<file path="src/rtl/jtvigil_arb_pkg.sv">
// Shared types and helpers for the three-requester SDRAM bank-0 arbiter.
package jtvigil_arb_pkg;

  localparam int unsigned BA_AW    = 22;          // SDRAM word address width
  localparam int unsigned MAIN_AW  = 18;          // main CPU byte address width
  localparam int unsigned SUB_AW   = 16;          // sound / PCM byte address width
  localparam int unsigned MAIN_WAW = MAIN_AW - 1; // widest latched word address
  localparam int unsigned DW       = 16;          // SDRAM data width

  typedef enum logic [1:0] {
    IDLE     = 2'd0,
    WAIT_ACK = 2'd1,
    WAIT_RDY = 2'd2
  } arb_state_e;

  localparam logic [1:0] REQ_MAIN = 2'd0;
  localparam logic [1:0] REQ_SND  = 2'd1;
  localparam logic [1:0] REQ_PCM  = 2'd2;

  // Three-way round-robin: first pending requester after the last one granted.
  function automatic logic [1:0] rr_pick(input logic [1:0] last, input logic [2:0] pend);
    logic [1:0] pick;
    pick = REQ_MAIN;
    case (last)
      REQ_MAIN: begin
        if (pend[REQ_SND])       pick = REQ_SND;
        else if (pend[REQ_PCM])  pick = REQ_PCM;
        else                     pick = REQ_MAIN;
      end
      REQ_SND: begin
        if (pend[REQ_PCM])       pick = REQ_PCM;
        else if (pend[REQ_MAIN]) pick = REQ_MAIN;
        else                     pick = REQ_SND;
      end
      default: begin
        if (pend[REQ_MAIN])      pick = REQ_MAIN;
        else if (pend[REQ_SND])  pick = REQ_SND;
        else                     pick = REQ_PCM;
      end
    endcase
    return pick;
  endfunction

  // Main always wins; sound and PCM alternate; 'last' tracks only sound/PCM grants.
  function automatic logic [1:0] prio_pick(input logic [1:0] last, input logic [2:0] pend);
    logic [1:0] pick;
    pick = REQ_MAIN;
    if (pend[REQ_MAIN])                      pick = REQ_MAIN;
    else if (pend[REQ_SND] && pend[REQ_PCM]) pick = (last == REQ_SND) ? REQ_PCM : REQ_SND;
    else if (pend[REQ_SND])                  pick = REQ_SND;
    else                                     pick = REQ_PCM;
    return pick;
  endfunction

endpackage

</file>
<file path="src/rtl/jtvigil_arb_cache.sv">
// One-word read cache for a single requester; hit and byte select are combinational.
module jtvigil_arb_cache
  import jtvigil_arb_pkg::*;
#(
  parameter int unsigned AW = 16  // requester byte address width
) (
  input  logic          clk,
  input  logic          rst,
  input  logic          flush,
  input  logic          we,
  input  logic [AW-2:0] wr_waddr,
  input  logic [DW-1:0] wr_data,
  input  logic          cs,
  input  logic [AW-1:0] addr,
  output logic          ok_c,
  output logic [7:0]    data_c
);

  logic          valid_q, valid_d;
  logic [AW-2:0] waddr_q, waddr_d;
  logic [DW-1:0] data_q,  data_d;

  // Fill on write; a flush wins and invalidates the entry.
  always_comb begin
    valid_d = valid_q;
    waddr_d = waddr_q;
    data_d  = data_q;
    if (we) begin
      valid_d = 1'b1;
      waddr_d = wr_waddr;
      data_d  = wr_data;
    end
    if (flush) valid_d = 1'b0;
  end

  // Entry storage.
  always_ff @(posedge clk) begin
    if (rst) begin
      valid_q <= 1'b0;
      waddr_q <= '0;
      data_q  <= '0;
    end else begin
      valid_q <= valid_d;
      waddr_q <= waddr_d;
      data_q  <= data_d;
    end
  end

  assign ok_c   = cs & valid_q & (waddr_q == addr[AW-1:1]);
  assign data_c = addr[0] ? data_q[15:8] : data_q[7:0];

endmodule

</file>
<file path="src/rtl/jtvigil_ba0_arb.sv">
// SDRAM bank-0 arbiter for main CPU, sound CPU and PCM ROM reads.
// Optional macro JTVIGIL_MAIN_PRIO_EN: main wins outright, sound/PCM round-robin.
module jtvigil_ba0_arb
  import jtvigil_arb_pkg::*;
#(
  parameter logic [21:0] MAIN_OFFSET = 22'h00000,
  parameter logic [21:0] SND_OFFSET  = 22'h20000,
  parameter logic [21:0] PCM_OFFSET  = 22'h28000
) (
  input  logic        clk,
  input  logic        rst,
  input  logic        downloading,
  input  logic        main_cs,
  input  logic        snd_cs,
  input  logic        pcm_cs,
  input  logic [17:0] main_addr,
  input  logic [15:0] snd_addr,
  input  logic [15:0] pcm_addr,
  output logic [7:0]  main_data,
  output logic [7:0]  snd_data,
  output logic [7:0]  pcm_data,
  output logic        main_ok,
  output logic        snd_ok,
  output logic        pcm_ok,
  output logic [21:0] ba_addr,
  output logic        ba_rd,
  input  logic        ba_ack,
  input  logic        ba_rdy,
  input  logic [15:0] data_read
);

  arb_state_e           state_q, state_d;
  logic [1:0]           gnt_q, gnt_d;
  logic [1:0]           last_q, last_d;
  logic [MAIN_WAW-1:0]  lat_q, lat_d;
  logic [BA_AW-1:0]     ba_addr_q, ba_addr_d;
  logic                 ba_rd_q, ba_rd_d;
  logic                 drop_q, drop_d;
  logic [2:0]           pend;
  logic [1:0]           pick;
  logic [MAIN_WAW-1:0]  pick_waddr;
  logic [BA_AW-1:0]     pick_ba;
  logic                 fill_c;
  logic                 wr_en_c;

  // Pending requesters, arbitration winner and its SDRAM word address.
  always_comb begin
    pend = {pcm_cs & ~pcm_ok, snd_cs & ~snd_ok, main_cs & ~main_ok};
`ifdef JTVIGIL_MAIN_PRIO_EN
    pick = prio_pick(last_q, pend);
`else
    pick = rr_pick(last_q, pend);
`endif
    pick_waddr = main_addr[MAIN_AW-1:1];
    pick_ba    = BA_AW'(main_addr[MAIN_AW-1:1]) + MAIN_OFFSET;
    case (pick)
      REQ_SND: begin
        pick_waddr = MAIN_WAW'(snd_addr[SUB_AW-1:1]);
        pick_ba    = BA_AW'(snd_addr[SUB_AW-1:1]) + SND_OFFSET;
      end
      REQ_PCM: begin
        pick_waddr = MAIN_WAW'(pcm_addr[SUB_AW-1:1]);
        pick_ba    = BA_AW'(pcm_addr[SUB_AW-1:1]) + PCM_OFFSET;
      end
      default: ;
    endcase
  end

  // Transfer FSM: grant, hold the request until ack, then wait for data.
  always_comb begin
    state_d   = state_q;
    gnt_d     = gnt_q;
    last_d    = last_q;
    lat_d     = lat_q;
    ba_addr_d = ba_addr_q;
    ba_rd_d   = ba_rd_q;
    drop_d    = drop_q | downloading;
    fill_c    = 1'b0;
    case (state_q)
      IDLE: begin
        drop_d = 1'b0;
        if ((|pend) && !downloading) begin
          gnt_d     = pick;
`ifdef JTVIGIL_MAIN_PRIO_EN
          if (pick != REQ_MAIN) last_d = pick;
`else
          last_d    = pick;
`endif
          lat_d     = pick_waddr;
          ba_addr_d = pick_ba;
          ba_rd_d   = 1'b1;
          state_d   = WAIT_ACK;
        end
      end
      WAIT_ACK: begin
        if (ba_ack) begin
          ba_rd_d = 1'b0;
          if (ba_rdy) begin
            fill_c  = 1'b1;
            state_d = IDLE;
          end else begin
            state_d = WAIT_RDY;
          end
        end
      end
      WAIT_RDY: begin
        if (ba_rdy) begin
          fill_c  = 1'b1;
          state_d = IDLE;
        end
      end
      default: begin
        ba_rd_d = 1'b0;
        state_d = IDLE;
      end
    endcase
  end

  // A fill seen during or after a download window is thrown away.
  assign wr_en_c = fill_c & ~drop_q & ~downloading;

  // FSM and request registers.
  always_ff @(posedge clk) begin
    if (rst) begin
      state_q   <= IDLE;
      gnt_q     <= REQ_MAIN;
      last_q    <= REQ_PCM;
      lat_q     <= '0;
      ba_addr_q <= '0;
      ba_rd_q   <= 1'b0;
      drop_q    <= 1'b0;
    end else begin
      state_q   <= state_d;
      gnt_q     <= gnt_d;
      last_q    <= last_d;
      lat_q     <= lat_d;
      ba_addr_q <= ba_addr_d;
      ba_rd_q   <= ba_rd_d;
      drop_q    <= drop_d;
    end
  end

  assign ba_addr = ba_addr_q;
  assign ba_rd   = ba_rd_q;

  jtvigil_arb_cache #(.AW(MAIN_AW)) u_main_cache (
    .clk(clk), .rst(rst), .flush(downloading),
    .we(wr_en_c & (gnt_q == REQ_MAIN)), .wr_waddr(lat_q), .wr_data(data_read),
    .cs(main_cs), .addr(main_addr), .ok_c(main_ok), .data_c(main_data)
  );

  jtvigil_arb_cache #(.AW(SUB_AW)) u_snd_cache (
    .clk(clk), .rst(rst), .flush(downloading),
    .we(wr_en_c & (gnt_q == REQ_SND)), .wr_waddr(lat_q[SUB_AW-2:0]), .wr_data(data_read),
    .cs(snd_cs), .addr(snd_addr), .ok_c(snd_ok), .data_c(snd_data)
  );

  jtvigil_arb_cache #(.AW(SUB_AW)) u_pcm_cache (
    .clk(clk), .rst(rst), .flush(downloading),
    .we(wr_en_c & (gnt_q == REQ_PCM)), .wr_waddr(lat_q[SUB_AW-2:0]), .wr_data(data_read),
    .cs(pcm_cs), .addr(pcm_addr), .ok_c(pcm_ok), .data_c(pcm_data)
  );

endmodule

</file>
<file path="config.mk">
export PLATFORM = sky130hd
export DESIGN_NAME = jtvigil_ba0_arb
export DESIGN_NICKNAME = d
export VERILOG_FILES = /design/src/rtl/jtvigil_arb_pkg.sv /design/src/rtl/jtvigil_arb_cache.sv /design/src/rtl/jtvigil_ba0_arb.sv
export SDC_FILE = /design/constraint.sdc
export NUM_CORES = 1
export LEC_CHECK = 0
export BUFFER_PORTS_ARGS = -buffer_cell sky130_fd_sc_hd__buf_2
export CORE_MARGIN = 3
export CORE_UTILIZATION = 55
export DETAILED_ROUTE_END_ITERATION = 10
export GPL_TIMING_DRIVEN = 0
export MAX_ROUTING_LAYER = met4
export PLACE_DENSITY = 0.76
export SKIP_CTS_REPAIR_TIMING = 1
export SLEW_MARGIN = 15
export SYNTH_ARGS = -nofsm -noshare
export SYNTH_HDL_FRONTEND = slang
export SYNTH_HIERARCHICAL = 1
export SYNTH_SLANG_ARGS = --single-unit
</file>
<file path="constraint.sdc">
create_clock -name clk -period 3.6 [get_ports clk]
set_input_delay 0.36 -clock clk [delete_from_list [all_inputs] [get_ports clk]]
set_output_delay 0.36 -clock clk [all_outputs]
set_load 0.1 [all_outputs]
</file>
=== Yosys cells after proc, flatten, opt, wreduce, memory -nomap -nowiden ===
Index checks and enable logic that the tools add are counted.

* Add/sub/neg operators: 2
* $mul: 0
* Divide/modulo/power cells: 0
* $lt $le $gt $ge: 0
* Equality and inequality tests: 13
* Shift operators: 0
* Multiplexer cells: 23
* Bitwise operators: 21
* Reduce and logical (&&, ||, !) cells: 11

{| class="wikitable"
|+ Operator list
! operator !! number
|-
| adder 15 x 18 -> 19 bit (second input constant) || 2
|-
| case mux 19 bit (2 select lines) || 1
|-
| case mux 17 bit (2 select lines) || 1
|-
| equality test 15 bit || 2
|-
| 2-to-1 mux 8 bit || 3
|-
| 2-to-1 mux 2 bit || 9
|-
| equality test 17 bit || 1
|-
| AND 1 bit || 14
|-
| equality test 2 x 1 -> 1 bit (second input constant) || 4
|-
| equality test 2 bit (second input constant) || 3
|-
| zero test 2 bit || 3
|-
| != test 2 bit (second input constant) || 3
|-
| NOT 1 bit || 6
|-
| case mux 2 bit (3 select lines) || 1
|-
| AND reduction 3 bit || 2
|-
| 2-to-1 mux 1 bit || 5
|-
| case mux 2 bit (2 select lines) || 1
|-
| OR reduction 2 bit || 2
|-
| case mux 1 bit (3 select lines) || 1
|-
| OR reduction 3 bit || 1
|-
| case mux 1 bit (2 select lines) || 1
|-
| AND reduction 2 bit || 1
|-
| logical AND 1 bit || 1
|-
| zero test 1 bit || 1
|-
| bitwise OR 1 bit || 1
|}

* Register bits after elaboration: 145
* Latch bits: 0
* RAM bits: 0
* Memory bits (read-only): 0
* Input bits: 74
* Output and inout port bits: 50
* Logic and storage cells: 86
* Memories: 0

=== Depth between registers and ports, before layout ===
Gate-level depths: netlist (run 1).

* Depth after elaboration: 9
* Depth in mapped cells: 15
* Gate-level depth less buffers: 13

=== Cells and area by module ===
The synthesis (run 1) kept the hierarchy.

{| class="wikitable"
|+ Modules (own cells, without submodules)
! module !! times used !! cells an instance !! area an instance (um^2) !! sequential area each (um^2)
|-
| jtvigil_arb_cache at u_pcm_cache ... || 2 || 133 || 1373.8 || 640.6
|-
| jtvigil_ba0_arb || 1 || 218 || 1689.1 || 520.5
|-
| jtvigil_arb_cache at u_main_cache || 1 || 142 || 1473.9 || 680.7
|}

=== Least setup slack after synthesis (run 1) ===
OpenSTA, ideal clock, no wires.

* Path kind: input to register
* Start point: input port snd_addr[12]
* End point: register lat_q[0]
* Setup time: 0.132 ns
* Data arrival time: 4.624 ns
* Data required time: 3.468 ns
* Setup slack: -1.157 ns
* Stages on the path: 13
* Path buffers: 2
* Path through: xor2_1 or4_1 nor4_2 nor3b_1 a31oi_1 nor2_1 a21o_2 ha_1 clkbuf_1 clkbuf_1 o21ai_0 nand2_1 a21oi_1

* Longest elaborated chain between the ends: 9
* Elaborated cells on any way between the ends: 14
* Classes of those cells: eq/ne (3); mux (5); bitwise (3); reduce/logical (3)

{| class="wikitable"
|+ RTL lines
! item !! RTL line !! RTL
|-
| start: declaration || jtvigil_ba0_arb.sv:17 || <nowiki>input logic [15:0] snd_addr,</nowiki>
|-
| equality test 15 bit (*) || jtvigil_arb_cache.sv:49 || <nowiki>assign ok_c = cs & valid_q & (waddr_q == addr[AW-1:1]);</nowiki>
|-
| AND 1 bit (*) || jtvigil_arb_cache.sv:49 ||
|-
| via snd_ok || jtvigil_ba0_arb.sv:23 || <nowiki>output logic snd_ok,</nowiki>
|-
| NOT 1 bit (*) || jtvigil_ba0_arb.sv:48 || <nowiki>pend = {pcm_cs & ~pcm_ok, snd_cs & ~snd_ok, main_cs & ~main_ok};</nowiki>
|-
| AND 1 bit (*) || jtvigil_ba0_arb.sv:48 ||
|-
| 2-to-1 mux 2 bit || jtvigil_arb_pkg.sv:37 || <nowiki>else if (pend[REQ_SND]) pick = REQ_SND;</nowiki>
|-
| 2-to-1 mux 2 bit || jtvigil_arb_pkg.sv:36 || <nowiki>if (pend[REQ_MAIN]) pick = REQ_MAIN;</nowiki>
|-
| case mux 2 bit (2 select lines) (*) || jtvigil_arb_pkg.sv:24 || <nowiki>case (last)</nowiki>
|-
| via pick[0] || jtvigil_ba0_arb.sv:40 || <nowiki>logic [1:0] pick;</nowiki>
|-
| equality test 2 bit or equality test 2 x 1 -> 1 bit (tied branches) || jtvigil_ba0_arb.sv:56 || <nowiki>case (pick)</nowiki>
|-
| case mux 17 bit (2 select lines) (*) || jtvigil_ba0_arb.sv:56 ||
|-
| end signal: assignment || jtvigil_ba0_arb.sv:136 || <nowiki>lat_q <= lat_d;</nowiki>
|-
| end: declaration || jtvigil_ba0_arb.sv:35 || <nowiki>logic [MAIN_WAW-1:0] lat_q, lat_d;</nowiki>
|}

Mark *: on every way through the listed nets, which the timed path passes. The rest lies on a longest branch.
A chain may end at the register's enable or synchronous reset.

=== Final worst setup path (run 1) ===
* Start point: register u_pcm_cache.waddr_q[11]
* End point: register lat_q[6]

* Longest elaborated chain between the ends: 9
* Elaborated cells on any way between the ends: 14
* Classes of those cells: eq/ne (3); mux (5); bitwise (3); reduce/logical (3)

{| class="wikitable"
|+ RTL lines
! item !! RTL line !! RTL
|-
| start: declaration || jtvigil_arb_cache.sv:20 || <nowiki>logic [AW-2:0] waddr_q, waddr_d;</nowiki>
|-
| start signal: assignment || jtvigil_arb_cache.sv:44 || <nowiki>waddr_q <= waddr_d;</nowiki>
|-
| equality test 15 bit (*) || jtvigil_arb_cache.sv:49 ||
|-
| AND 1 bit (*) || jtvigil_arb_cache.sv:49 ||
|-
| NOT 1 bit (*) || jtvigil_ba0_arb.sv:48 ||
|-
| AND 1 bit (*) || jtvigil_ba0_arb.sv:48 ||
|-
| 2-to-1 mux 2 bit || jtvigil_arb_pkg.sv:27 || <nowiki>else if (pend[REQ_PCM]) pick = REQ_PCM;</nowiki>
|-
| 2-to-1 mux 2 bit || jtvigil_arb_pkg.sv:26 || <nowiki>if (pend[REQ_SND]) pick = REQ_SND;</nowiki>
|-
| case mux 2 bit (2 select lines) || jtvigil_arb_pkg.sv:24 ||
|-
| equality test 2 bit or equality test 2 x 1 -> 1 bit (tied branches) || jtvigil_ba0_arb.sv:56 ||
|-
| case mux 17 bit (2 select lines) || jtvigil_ba0_arb.sv:56 ||
|}

Every way passes the cells marked *; elsewhere a longest branch is shown, timed or not.

==> results of run 1 <==
## cells in the mapped netlist, types with 2 or more instances
cell      number
nor2b_4        2
or4_1          2
dfxtp_1      124
nor3_1         5
nand2b_1       3
a21oi_1       21
buf_6          5
nor3b_1        3
nand4_1       10
mux2_2        24
o21ai_1        2
nand2_1       49
o21ai_0       14
inv_1          6
clkbuf_1      20
ha_1           5
a22oi_1       15
nand3_1        2
buf_2         11
mux2i_1       97
nor2_1       109
buf_4         23
xor2_1        10
a211oi_1       3
a31oi_1        2
nor4_2         3
xnor2_1       37
## sequential cells by signal, summed over array words and instances (netlist names)
register	count
ba_addr	3
ba_rd	1
drop_q	1
gnt_q	2
last_q	1
lat_q	16
state_q	2
u_main_cache/data_q	16
u_main_cache/valid_q	1
u_main_cache/waddr_q	17
u_pcm_cache/data_q	16
u_pcm_cache/valid_q	1
u_pcm_cache/waddr_q	15
u_snd_cache/data_q	16
u_snd_cache/valid_q	1
u_snd_cache/waddr_q	15
## area by class of cell
type / instances / area, um2 / area share (%)
Multi-Input combinational cell: 440 / 3100 / 42.4
Sequential cell: 124 / 2480 / 34.0
Timing Repair Buffer: 116 / 581 / 7.94
Clock buffer: 24 / 490 / 6.71
Buffer: 59 / 399 / 5.46
Tap cell: 136 / 170 / 2.33
Clock inverter: 7 / 62.6 / 0.856
Inverter: 6 / 22.5 / 0.308
## final timing paths
check        cells past startpoint                     to
max                             14               lat_q[6]
min                              3  u_snd_cache/data_q[0]
max reg2reg                     14               lat_q[6]
min reg2reg                      2              lat_q[15]
## per-stage QoR
step	instances	setup WS [ps]	instance area [um2]	util, %	TNS, ps
final	912	512	7310	70.5	0
after global routing	912	348	7310	70.5	0
after CTS	912	584	7310	70.5	0
after detailed placement	881	476	6760	65.1	0
after global placement	881	510	6760	65.1	0
after floorplan	629	-26.9	6000	-	-59.9
## logic make-up (layout without fill, tap and decap cells)
group                    after synthesis  after routing  share of synthesized area (%)
flip-flops                           124            124                           42.0
AO/OA/AOI/OAI                         68             68                           7.75
XOR/XNOR                              47             47                           6.96
buffers and inverters                 65            212                           6.46
multiplexers                         121            121                           21.0
AND/OR/NAND/NOR                      195            195                           14.7
other                                  1              4                         0.0634
adder cells (fa/ha/maj)                5              5                           1.06
## per-layer routing
metal,vias up,wire length [um],GRT usage [%]
met1,2362,6970,35.6
met3,50,1230,6.05
li1,2385,-,-
met4,0,548,12.2
met2,244,8150,48.8
met5,-,0,-
## worst max-delay path, stage by stage, from the launching register on
cell      delay, ps
dfxtp_1         330
xor2_1          170
or4_1           590
nor4_4          280
nand2b_1        190
a31oi_1          90
nor2_1          160
a21oi_1          60
ha_1            190
clkbuf_2        180
buf_4           220
a22oi_1         240
o21ai_1         110
nand2_1          60
a21oi_1          50
## power by group through the flow
| stage | Clock, mW | Combinational [mW] | Sequential (mW) |
|---|---|---|---|
| after floorplan | 0 | 0.402 | 1.48 |
| after global placement | 0 | 0.582 | 1.46 |
| after detailed placement | 0 | 0.589 | 1.46 |
| after CTS | 1.60 | 0.594 | 1.43 |
| after global routing | 1.66 | 0.630 | 1.44 |
| final | 1.58 | 0.599 | 1.43 |
==> flow_metrics.tcl, run 1 <==
set metrics [dict create \
    grt_antenna_before_repair 0 \
    slew_headroom_pct 54.5 \
    grt_usage_pct 29.7 \
    synthToLayoutAreaGrowth_pct 23.6 \
    ys_seq_area_share_pct 42.0 \
    layout_commonest_cell "buf_2" \
    synth_ff_type "dfxtp_1" \
    ys_ff_latch 124 \
    cp.arrival_ps 3460 \
    cts_tree "done" \
    num_rows 37 \
    ys_async_sr_fraction_pct 0 \
    p_int_mw 2.59 \
    fp.dieArea_um2 12000 \
    firstDrtPassIters 8 \
    maxCapViolations 0 \
    antenna_cells 0 \
    drtAntennaViolNets 0 \
    drc 0 \
    crit_start "u_pcm_cache/waddr_q[11]" \
    seq_power_share_pct 39.7 \
    ios 124 \
    cp-end-kind "flip-flop" \
    yosysUniqueCellTypes 46 \
    routed_via_density 5.53 \
    tightest_slew_ps 683 \
    yosys_warnings 6 \
    cts.sinks 124 \
    peakVddDrop_mv 0.320 \
    hold_viol 0 \
    yosysTopAreaCell "dfxtp_1" \
    nets 843 \
    wl_per_cell_um 18.5 \
    drive_above_1_share_pct 29.3 \
    num_vias 5041 \
    clock_skew_ps 8.94 \
    cts-buffers-inserted 17 \
    ff2ff_setup_slack_ps 510 \
    start_kind "flip-flop" \
    syn_avg_cell_area_um2 9.44 \
    drtIter0Drc 325 \
    synth_top_area_share_pct 42.0 \
    crit_type "reg -> reg" \
    final_cell_mix "buf_2 (125), dfxtp_1 (124), nor2_1 (109)" \
    overflow 0 \
    p_leak_nw 2.99 \
    pwr-share-comb_pct 16.6 \
    power.density_nw_per_um2 494 \
    switching_power_mw 1.02 \
    period_needed_ps 3090 \
    synth_edf_count 0 \
    grt_max_degree 17 \
    ys_top_cells_by_area "dfxtp_1 (42%), mux2i_1 (16%), nor2_1 (6.9%), xnor2_1 (5.5%), mux2_2 (4.6%)" \
    dp_hpwl_um 12300 \
    clk_pin_slew_ps 60 \
    die_w_um 110 \
    cp.required_ps 3970 \
    min_path_type "in -> reg" \
    wl_um 16900 \
    total_power_mw 3.61 \
    slew_violations 0 \
    initial_utilization_pct 57.0 \
    io_buffers 116 \
    setup_viol_count_final 0 \
    clockBufferDepth 2 \
    power_frac_clock_pct 43.7 \
    crit_path_max_fanout 10 \
    synth.cell_area_um2 5910 \
    grt_pass1_wl_um 26000 \
    grt_pass1_vias 5037 \
    r2r-start "u_pcm_cache/waddr_q[11]" \
    core_um2 10400 \
    syn_inst 626 \
    place_congestion 0.914 \
    clk_latency_ps 520 \
    die_h_um 110 \
    status "complete, no violations" \
    rsz0062_at_grt "false" \
    clockRootBuffer "clkbuf_8" \
    max_freq_mhz 324 \
    fin_crit_sh_pct 85.8 \
    switching_share_pct 28.3 \
    nFillCells 846 \
    hold_ws_ps 112 \
    htree_levels 4 \
    min-delay-start "data_read[0]" \
]
No activity file was read; power rests on OpenSTA's default activity.
==> inputs of run 2 (changes only) <==
--- a/config.mk
+++ b/config.mk
@@ -7,11 +7,11 @@
 export LEC_CHECK = 0
 export BUFFER_PORTS_ARGS = -buffer_cell sky130_fd_sc_hd__buf_2
 export CORE_MARGIN = 3
-export CORE_UTILIZATION = 55
+export CORE_UTILIZATION = 50
 export DETAILED_ROUTE_END_ITERATION = 10
 export GPL_TIMING_DRIVEN = 0
 export MAX_ROUTING_LAYER = met4
-export PLACE_DENSITY = 0.76
+export PLACE_DENSITY = 0.73
 export SKIP_CTS_REPAIR_TIMING = 1
 export SLEW_MARGIN = 15
 export SYNTH_ARGS = -nofsm -noshare
==> constraint.sdc (replaced) <==
create_clock -name clk -period 2.7 [get_ports clk]
set_input_delay 0.27 -clock clk [delete_from_list [all_inputs] [get_ports clk]]
set_output_delay 0.27 -clock clk [all_outputs]
set_load 0.1 [all_outputs]
==> run 2 against run 1 <==
Against the previous run: the flow now finishes with violations (negative setup slack); critical endpoint is now lat_q[1]; fmax grew 2.5%; global-route usage shrank 3.1 points; sequential cell count is the same; total power grew 42%.
==> flow_metrics.tcl, run 2 (synthesis gave the netlist of run 1 again) <==
set metrics [dict create \
    grt_max_degree 17 \
    power.density_nw_per_um2 666 \
    num_rows 39 \
    nets 857 \
    dp_hpwl_um 12300 \
    clk_latency_ps 420 \
    final_cell_mix "buf_2 (123), dfxtp_1 (122), nor2_1 (107)" \
    firstDrtPassIters 6 \
    clk_pin_slew_ps 60 \
    clockRootBuffer "clkbuf_16" \
    peakVddDrop_mv 0.924 \
    period_needed_ps 3010 \
    num_vias 5139 \
    largest_register_ffs 17 \
    die_w_um 115 \
    tightest_slew_ps 631 \
    slew_headroom_pct 58.0 \
    placedCellCount 888 \
    cp.arrival_ps 3350 \
    drtAntennaViolNets 0 \
    nFillCells 892 \
    io_buffers 116 \
    cpMaxStageDelayCell "nor4_4" \
    violations "negative setup slack" \
    rsz0062_at_grt "true" \
    cts-buffers-inserted 17 \
    htree_levels 4 \
    layout_commonest_cell "buf_2" \
    setup_ws_ps -311 \
    cp-end-kind "flip-flop" \
    p_leak_nw 3.11 \
    fp.dieArea_um2 13200 \
    dpl_cell_area_um2 6780 \
    final_cells 935 \
    wl_um 17600 \
    min_path_type "in -> reg" \
    clockBufferDepth 2 \
    max_stage_delay_ps 410 \
    routed_via_density 5.50 \
    cp_top_family "simple AND/OR/NAND/NOR gates" \
    ios 124 \
    maxCapViolations 0 \
    core_um2 11500 \
    status "finished with violations" \
    reg2reg_to "lat_q[1]" \
    cts_tree "done" \
    grt_pass1_vias 4846 \
    r2r-start "u_main_cache/waddr_q[8]" \
    start_kind "flip-flop" \
    clock_skew_ps 5.22 \
    grt_antenna_before_repair 1 \
    final_core_util_pct 66.9 \
    place_ws_ps -342 \
    critical_path.most_common_cell "buf_4" \
    wl_per_cell_um 18.8 \
    drive_above_1_share_pct 35.1 \
    synthToLayoutAreaGrowth_pct 29.8 \
    postLayoutCellArea_um2 7670 \
    hold_viol 0 \
    grt_pass1_wl_um 25900 \
    slew_violations 0 \
    path_depth 14 \
    cp_cell_sequence "xor2_1 -> nor4_1 -> nand4_1 -> nor4_4 -> buf_4 -> nor2b_4 -> o32ai_4 -> ha_2 -> buf_6 -> buf_4 -> a22oi_2 -> o21ai_2 -> nand2_1 -> a21oi_1" \
    setup_viol_count_final 19 \
    crit_type "reg -> reg" \
    largest_register "u_main_cache/waddr_q" \
    endpoint "lat_q[1]" \
    cp.required_ps 3040 \
    ff2ff_path_depth 14 \
    drc 0 \
    drtIter0Drc 439 \
    cts.sinks 124 \
    grt_usage_pct 26.6 \
    crit_path_max_fanout 4 \
    overflow 0 \
    total_power_mw 5.11 \
    die_h_um 115 \
    initial_utilization_pct 51.5 \
    fin_crit_sh_pct 112 \
    ff2ff_setup_slack_ps -310 \
    crit_start "u_main_cache/waddr_q[8]" \
    crit_buf_inv 3 \
    max_freq_mhz 332 \
    place_congestion 0.917 \
]
[run 2: area by class of cell]
class / instances / area, um2 / share of cell area [%]
diodes: 1 / 2.50 / 0.0326
plain buffers: 58 / 417 / 5.43
clock buffers: 17 / 425 / 5.55
clock inverters: 15 / 163 / 2.12
inverters: 6 / 22.5 / 0.294
multi-input cells: 440 / 3240 / 42.3
flip-flops and latches: 124 / 2480 / 32.4
well taps: 143 / 179 / 2.33
repair buffers: 131 / 734 / 9.58
[run 2: tightest hold or removal path, cell delays in order]
cell	delay, ps
buf_2	100
mux2i_1	60
nor2_1	70
[run 2: where the power goes]
part,internal [mW],switching (mW)
combinational,0.335,0.599
clock,1.37,0.895
sequential,1.87,0.0435
total,3.57,1.54
[run 2: how the worst min path moves through the flow]
stage / to / slack, ps / depth (start not counted) / start
finish: u_main_cache/data_q[15] / 120 / 3 / data_read[15]
global route: u_snd_cache/data_q[8] / 130 / 3 / data_read[8]
CTS: u_main_cache/data_q[15] / 110 / 3 / data_read[15]
detailed placement: lat_q[15] / 460 / 2 / lat_q[15]
global placement: lat_q[15] / 440 / 2 / lat_q[15]
floorplan: u_pcm_cache/waddr_q[9] / 340 / 1 / rst
[run 2: metal layers]
metal | global-route usage, % | wire length, um
met1 | 33.5 | 7170
met2 | 42.9 | 8450
met3 | 5.66 | 1480
met4 | 8.53 | 454
met5 | - | 0
[run 2: per-stage QoR]
stage / hold slack (ps) / setup TNS, ps
3_5_place_dp: 461 / -4700
2_1_floorplan: 342 / -16890
5_1_grt: 129 / -7820
4_1_cts: 111 / -3770
3_3_place_gp: 443 / -4070
6_report: 119 / -4730
